--- src/rtl/mem_bus_pkg.sv ---
// Shared types and defaults for the mem_bus_master requester port toward memory_top.
package mem_bus_pkg;

    localparam int unsigned DATA_WIDTH_DEF = 8;
    localparam int unsigned ADDR_WIDTH_DEF = 12;
    localparam int unsigned TMO_CYCLES_DEF = 255;

    typedef enum logic [2:0] {
        ST_RST_WAIT = 3'd0,
        ST_IDLE     = 3'd1,
        ST_ISSUE    = 3'd2,
        ST_WAIT     = 3'd3,
        ST_RESP     = 3'd4
    } state_t;

    // States in which the master is blocked on mem_busy
    function automatic logic is_wait_state(input state_t s);
        return (s == ST_RST_WAIT) || (s == ST_WAIT);
    endfunction

endpackage

--- src/rtl/mem_bus_watchdog.sv ---
// Busy-timeout watchdog: counts consecutive busy cycles and raises a sticky error flag.
// Only present when MEM_BUS_TIMEOUT_EN is defined.
`ifdef MEM_BUS_TIMEOUT_EN
module mem_bus_watchdog #(
    parameter int unsigned TMO_CYCLES = 255
) (
    input  logic clk,
    input  logic reset,
    input  logic busy_wait,
    output logic expire_c,
    output logic err_timeout
);

    localparam int unsigned CNT_W = $clog2(TMO_CYCLES + 1);

    logic [CNT_W-1:0] cnt;

    // Fires on the TMO_CYCLES-th consecutive busy cycle
    assign expire_c = busy_wait && (cnt == CNT_W'(TMO_CYCLES - 1));

    always_ff @(posedge clk) begin
        if (!reset) begin
            cnt         <= '0;
            err_timeout <= 1'b0;
        end else begin
            if (!busy_wait || expire_c) begin
                cnt <= '0;
            end else begin
                cnt <= cnt + CNT_W'(1);
            end
            if (expire_c) begin
                err_timeout <= 1'b1;
            end
        end
    end

endmodule
`endif

--- src/rtl/mem_bus_master.sv ---
// Requester-side master for memory_top: single-beat read/write with busy handshake.
// Optional busy timeout watchdog enabled by defining MEM_BUS_TIMEOUT_EN.
module mem_bus_master
    import mem_bus_pkg::*;
#(
    parameter int unsigned DATA_WIDTH = DATA_WIDTH_DEF,
    parameter int unsigned ADDR_WIDTH = ADDR_WIDTH_DEF,
    parameter int unsigned TMO_CYCLES = TMO_CYCLES_DEF
) (
    input  logic                  clk,
    input  logic                  reset,
    input  logic                  req_valid,
    output logic                  req_ready,
    input  logic                  req_we,
    input  logic [ADDR_WIDTH-1:0] req_addr,
    input  logic [DATA_WIDTH-1:0] req_wdata,
    output logic                  resp_valid,
    output logic [DATA_WIDTH-1:0] resp_rdata,
    output logic                  mem_rd_enable,
    output logic                  mem_wr_enable,
    output logic [ADDR_WIDTH-1:0] mem_addr,
    output logic [DATA_WIDTH-1:0] mem_wr_data,
    input  logic                  mem_busy,
    input  logic [DATA_WIDTH-1:0] mem_rd_data,
    output logic                  err_timeout
);

    state_t state;
    logic   we_q;
    logic   wait_busy_c;
    logic   expire_c;

    assign req_ready   = (state == ST_IDLE) && !mem_busy;
    assign wait_busy_c = is_wait_state(state) && mem_busy;

`ifdef MEM_BUS_TIMEOUT_EN
    mem_bus_watchdog #(
        .TMO_CYCLES (TMO_CYCLES)
    ) u_watchdog (
        .clk         (clk),
        .reset       (reset),
        .busy_wait   (wait_busy_c),
        .expire_c    (expire_c),
        .err_timeout (err_timeout)
    );
`else
    logic unused_cfg;
    assign expire_c    = 1'b0;
    assign err_timeout = 1'b0;
    assign unused_cfg  = ^{32'(TMO_CYCLES), wait_busy_c};
`endif

    // Request sequencer: accept -> one enable pulse -> wait on busy -> one response pulse
    always_ff @(posedge clk) begin
        if (!reset) begin
            state         <= ST_RST_WAIT;
            we_q          <= 1'b0;
            mem_rd_enable <= 1'b0;
            mem_wr_enable <= 1'b0;
            mem_addr      <= '0;
            mem_wr_data   <= '0;
            resp_valid    <= 1'b0;
            resp_rdata    <= '0;
        end else begin
            mem_rd_enable <= 1'b0;
            mem_wr_enable <= 1'b0;
            resp_valid    <= 1'b0;
            case (state)
                ST_RST_WAIT: begin
                    if (!mem_busy || expire_c) begin
                        state <= ST_IDLE;
                    end
                end
                ST_IDLE: begin
                    if (req_valid && req_ready) begin
                        we_q          <= req_we;
                        mem_addr      <= req_addr;
                        mem_wr_data   <= req_wdata;
                        mem_rd_enable <= !req_we;
                        mem_wr_enable <= req_we;
                        state         <= ST_ISSUE;
                    end
                end
                ST_ISSUE: begin
                    state <= ST_WAIT;
                end
                ST_WAIT: begin
                    // A forced timeout exit returns zero data
                    if (!mem_busy || expire_c) begin
                        resp_valid <= 1'b1;
                        resp_rdata <= (we_q || mem_busy) ? '0 : mem_rd_data;
                        state      <= ST_RESP;
                    end
                end
                ST_RESP: begin
                    state <= ST_IDLE;
                end
                default: begin
                    state <= ST_RST_WAIT;
                end
            endcase
        end
    end

endmodule

--- config.mk ---
export PLATFORM = sky130hd
export DESIGN_NAME = mem_bus_master
export DESIGN_NICKNAME = d
export VERILOG_FILES = /design/src/rtl/mem_bus_pkg.sv /design/src/rtl/mem_bus_watchdog.sv /design/src/rtl/mem_bus_master.sv
export SDC_FILE = /design/constraint.sdc
export NUM_CORES = 1
export LEC_CHECK = 0
export ABC_AREA = 1
export BUFFER_PORTS_ARGS = -buffer_cell sky130_fd_sc_hd__buf_2
export CORE_AREA = 5 5 68 70
export CTS_CLUSTER_SIZE = 40
export DETAILED_ROUTE_END_ITERATION = 7
export DIE_AREA = 0 0 73 75
export GPL_TIMING_DRIVEN = 1
export HOLD_SLACK_MARGIN = 0.02
export PLACE_DENSITY = 0.77
export SYNTH_ARGS = -nofsm -noshare
export SYNTH_HDL_FRONTEND = slang
export SYNTH_SLANG_ARGS = --single-unit
--- constraint.sdc ---
create_clock -name clk -period 2.5 [get_ports clk]
set_input_delay 0 -clock clk [delete_from_list [all_inputs] [get_ports clk]]
set_output_delay 0 -clock clk [all_outputs]
set_load 0.005 [all_outputs]
## Yosys cells after proc, flatten, opt, wreduce, memory -nomap -nowiden

Cells that the tools add are included.

- Bits of input ports: 33
- Flip-flop bits (word level): 35
- Output and inout port bits: 33

- Bitwise logic cells: 1
- Multiplexer cells: 6
- Reductions and logical operators: 11
- Equality and inequality tests: 7

Operators by type and width:

| kind | count |
|---|---|
| case mux 3 bit (5 select lines) | 1 |
| two-way mux 3 bit | 3 |
| two-way mux 8 bit | 1 |
| == test 3 x 2 -> 1 bit, second input constant | 2 |
| AND reduction 2 bit | 3 |
| AND reduction 3 bit | 2 |
| inequality test 2 bit, second input constant | 2 |
| == test 3 x 1 -> 1 bit, second input constant | 1 |
| == test 3 bit, second input constant | 1 |
| logical NOT 3 bit | 1 |
| logical AND 1 bit | 2 |
| logical NOT 1 bit | 2 |
| inequality test 2 x 1 -> 1 bit, second input constant | 1 |
| logical OR 1 bit | 1 |
| two-way mux 1 bit | 1 |
| inverter 1 bit | 1 |

## Logic depth before layout (Yosys ltp)

- Depth in word-level cells: 5
- Mapped depth: 7
- Mapped depth without buffers: 7

## Worst setup path before layout

No wires, ideal clock.

- Kind: reg2reg
- From: reg state[2]
- To: reg mem_addr[11]
- Path slack: 1.417 ns
- Data required time: 2.432 ns
- Arrival: 1.015 ns
- Stages on the path, launching flop included: 8
- Clock period less this slack: 1.083 ns
- Buffers on the path: 2
- Path through: dfxtp_1 > inv_2 > nand3_2 > nor2_4 > buf_6 > buf_12 > nand3_2 > a21oi_2

- Word-level cells in the longest chain between the ends: 4

RTL lines:

| element | RTL line | text |
|---|---|---|
| start, declared | mem_bus_master.sv:28 | `state_t state;` |
| start signal, assigned | mem_bus_master.sv:56 | `state <= ST_RST_WAIT;` |
| start signal, assigned | mem_bus_master.sv:71 | `state <= ST_IDLE;` |
| start signal, assigned | mem_bus_master.sv:81 | `state <= ST_ISSUE;` |
| == test 3 x 1 -> 1 bit | mem_bus_master.sv:33 | `assign req_ready = (state == ST_IDLE) && !mem_busy;` |
| logical AND 1 bit | mem_bus_master.sv:33 |  |
| named net req_ready | mem_bus_master.sv:13 | `output logic req_ready,` |
| logical AND 1 bit | mem_bus_master.sv:75 | `if (req_valid && req_ready) begin` |
| AND reduction 2 bit (no line) | -- |  |
| end signal, assigned | mem_bus_master.sv:77 | `mem_addr <= req_addr;` |
| end, declared | mem_bus_master.sv:21 | `output logic [ADDR_WIDTH-1:0] mem_addr,` |

The timed path passes the listed nets, and every way through them passes these cells.
A chain may end at the register's enable or synchronous reset.

## Final worst setup path

- From: reg state[2]
- To: reg mem_addr[8]

- Word-level cells in the longest chain between the ends: 4

RTL lines:

| element | RTL line |
|---|---|
| == test 3 x 1 -> 1 bit * | mem_bus_master.sv:33, mem_bus_master.sv:68 |
| logical AND 1 bit | mem_bus_master.sv:33 |
| logical AND 1 bit | mem_bus_master.sv:75 |
| AND reduction 2 bit (no line) * | -- |

Every way passes the cells marked *; elsewhere a longest branch is shown, timed or not.

==> impl_metrics.toml <==
[synth]
ys_top_cells_by_area = "dfxtp_1, nand2_1, nand3_2"
synth.distinct_cells = 21
async_flop_share_pct = 0
synth_area_um2 = 1438
ys_top_cells_by_count = "nand2_1, dfxtp_1, a21oi_1"
synth_top_flop_cell = "dfxtp_1"
syn-num-nets = 207
synthMostInstantiatedCell = "nand2_1"
ys_ff_latch = 35
synth_largest_area_cell = "dfxtp_1"
ys_seq_area_share_pct = 48.74
synth_cells = 174
synth_top_area_share_pct = 48.74
synth_enable_flop_cells = 0
yosys_warnings = 0
avgSynthCellArea_um2 = 8.262

[pwr]
p_switching_mw = 0.3053
switching_share_pct = 26.02
pwr-share-clk_pct = 33.0
peakVddDrop_mv = 0.2454
power_density_nw_per_um2 = 548.8
internal_power_mw = 0.8682
pwr-share-comb_pct = 16.4
leakage_nw = 0.9663
seqPwrFrac_pct = 50.6

[die]
core_um2 = 3914
initial_core_util_pct = 36.73
rows = 23
dieArea_um2 = 5475
die_x_um = 73
ios = 66
fp.dieH_um = 75

[route]
routed_via_density = 4.563
ant_nets = 0
wl_per_cell_um = 12.75
vias = 1451
first_pass_iters = 2
wl_mm = 4.056
drc_errors = 0
drt-initial-drc-count = 43

[worst_setup_path]
end_kind = "flop"
critPathLaunchType = "flop"
crit_path_max_incr_delay_ns = 0.56
critPathArrivalTime_ns = 2.03
critPathSlowestCell = "dlygate4sd3_1"
cpMostUsedCell = "nand2_1"
critPathMaxFanout = 24
worst_ep_required_time_ns = 2.67
cp_cell_sequence = "inv_2 -> nand3_2 -> nor2_4 -> nand2_2 -> nand2_1 -> nand2_1 -> nor2_1 -> dlygate4sd3_1"
critPathBufInv = 2
crit_family = "simple AND/OR/NAND/NOR gates"
critPathKind = "flop to flop"

[cells_and_area]
drive_gt1_share_pct = 35.45
area_growth_pct = 48.74
n_antenna_cell = 0
nets = 300

[timing]
drv_slew = 0
fin_skew_ns = 0.004916
worst_pin_slew_ns = 0.5812
fin_crit_sh_pct = 74.40
setup_slack_ns = 0.6399
finalSetupViolCount = 0
max_freq_mhz = 537.6
slew_headroom_pct = 61.19
setup_tns_ns = 0
finalHoldViolCount = 0
rsz0062_at_grt = "false"
min_period_ns = 1.860

[clock_network]
cts.repair.resized = 0
clk_path_buf_depth = 2
clk_pin_slew_ns = 0.07
clk_latency_ns = 0.28
root_buffer = "clkbuf_8"
numCtsBuffers = 5
clock_sinks = 35
cts_tree = "yes"
htreeDepth = 2

[placement]
port_buffers = 64
gp_congestion = 0.7158
dp_slack_ns = 1.113
dpl.hpwl_mm = 2.447

[global_route]
grt_pass1_vias = 1417
overflow = 0
antenna_found_initial = 0
grt_max_degree = 29
grt_pass1_wl_mm = 6.472
grt.total_usage_pct = 15.37

[worst_hold_path]
hold_path_class = "input port to flop"

[outcome]
outcome = "complete, no violations"

[run]
drv_cap = 0
## power by group through the flow
stage	clock network (mW)	logic, mW	registers [mW]
final	0.388	0.192	0.593
after global routing	0.425	0.213	0.596
after CTS	0.399	0.191	0.593
after detailed placement	0	0.152	0.605
after global placement	0	0.151	0.605
after floorplan	0	0.102	0.606
## path summary, 6_finish.rpt
| path | from | end | slack (ns) | cells past startpoint |
|---|---|---|---|---|
| max reg2reg | state[2]$_SDFFE_PN0P_ | mem_addr[8]$_SDFFE_PN0P_ | 0.64 | 8 |
| min reg2reg | mem_wr_data[4]$_SDFFE_PN0P_ | mem_wr_data[4]$_SDFFE_PN0P_ | 0.46 | 2 |
| min | mem_busy | state[1]$_SDFFE_PN0P_ | 0.04 | 3 |
| max | state[2]$_SDFFE_PN0P_ | mem_addr[8]$_SDFFE_PN0P_ | 0.64 | 8 |
## cells in the final DEF (no fill, tap or decap)
cell and count:
clkbuf_1 2, nand2_2 1, buf_4 1, nand3_2 10
inv_2 2, dlygate4sd3_1 32, clkinv_2 1, clkbuf_8 5
o21ai_0 2, nor2_4 2, o21ai_1 1, a21oi_1 17
a21oi_2 9, conb_1 1, dfxtp_1 35, buf_2 64
nand3_1 11, nor3_1 1, nand2_1 48, inv_1 8
nor2_1 15
## through the flow
stage	area, µm²	power, mW	util [%]	hold slack [ns]	instances
5_1_grt	2138	1.234	54.64	0.04768	318
2_1_floorplan	1438	0.7084	-	0.07238	174
3_3_place_gp	1737	0.7558	44.37	0.1807	278
4_1_cts	2138	1.184	54.64	0.02882	318
3_5_place_dp	1737	0.7579	44.37	0.1809	278
6_report	2138	1.174	54.64	0.03562	318
## sequential cells by signal, summed over array words and instances (netlist names)
signal and cells:
we_q 1, resp_valid 1, mem_rd_enable 1, resp_rdata 8, mem_addr 12, state 3, mem_wr_enable 1, mem_wr_data 8
## layer usage
metal / vias up / wire length (µm) / share of wire, % / track usage [%]
li1: 738 / - / - / -
met1: 668 / 1632 / 40 / 16.49
met2: 36 / 2172 / 54 / 28.70
met3: 9 / 195 / 4.8 / 3.471
met4: 0 / 56 / 1.4 / 6.762
met5: - / 0 / 0 / 0
## tightest hold or removal path: stages
cell and delay [ns]:
buf_2 0.13, nand2_1 0.07, a21oi_1 0.06
## what timing repair did
action	CTS	global route
hold endpoints to repair	32	0
setup buffers	0	0
hold buffers	32	0
## cell type report
cell class | count | area, µm²
flip-flops and latches | 35 | 700.7
inverters | 10 | 37.54
clock inverters | 1 | 5.005
repair buffers | 97 | 648.1
clock buffers | 7 | 76.32
well taps | 50 | 62.56
fillers | 395 | 1775
multi-input cells | 118 | 608.1
## kinds of logic (layout without fill, tap and decap cells)
kind of cell | after synthesis | count (layout) | share of synthesized area, %
buffers and inverters | 21 | 115 | 8.964
and+or+nand+nor | 88 | 88 | 29.59
DFF | 35 | 35 | 48.74
AOI/OAI and AO/OA | 29 | 29 | 12.45
other | 1 | 1 | 0.2608
No activity file was read; power rests on OpenSTA's default activity.
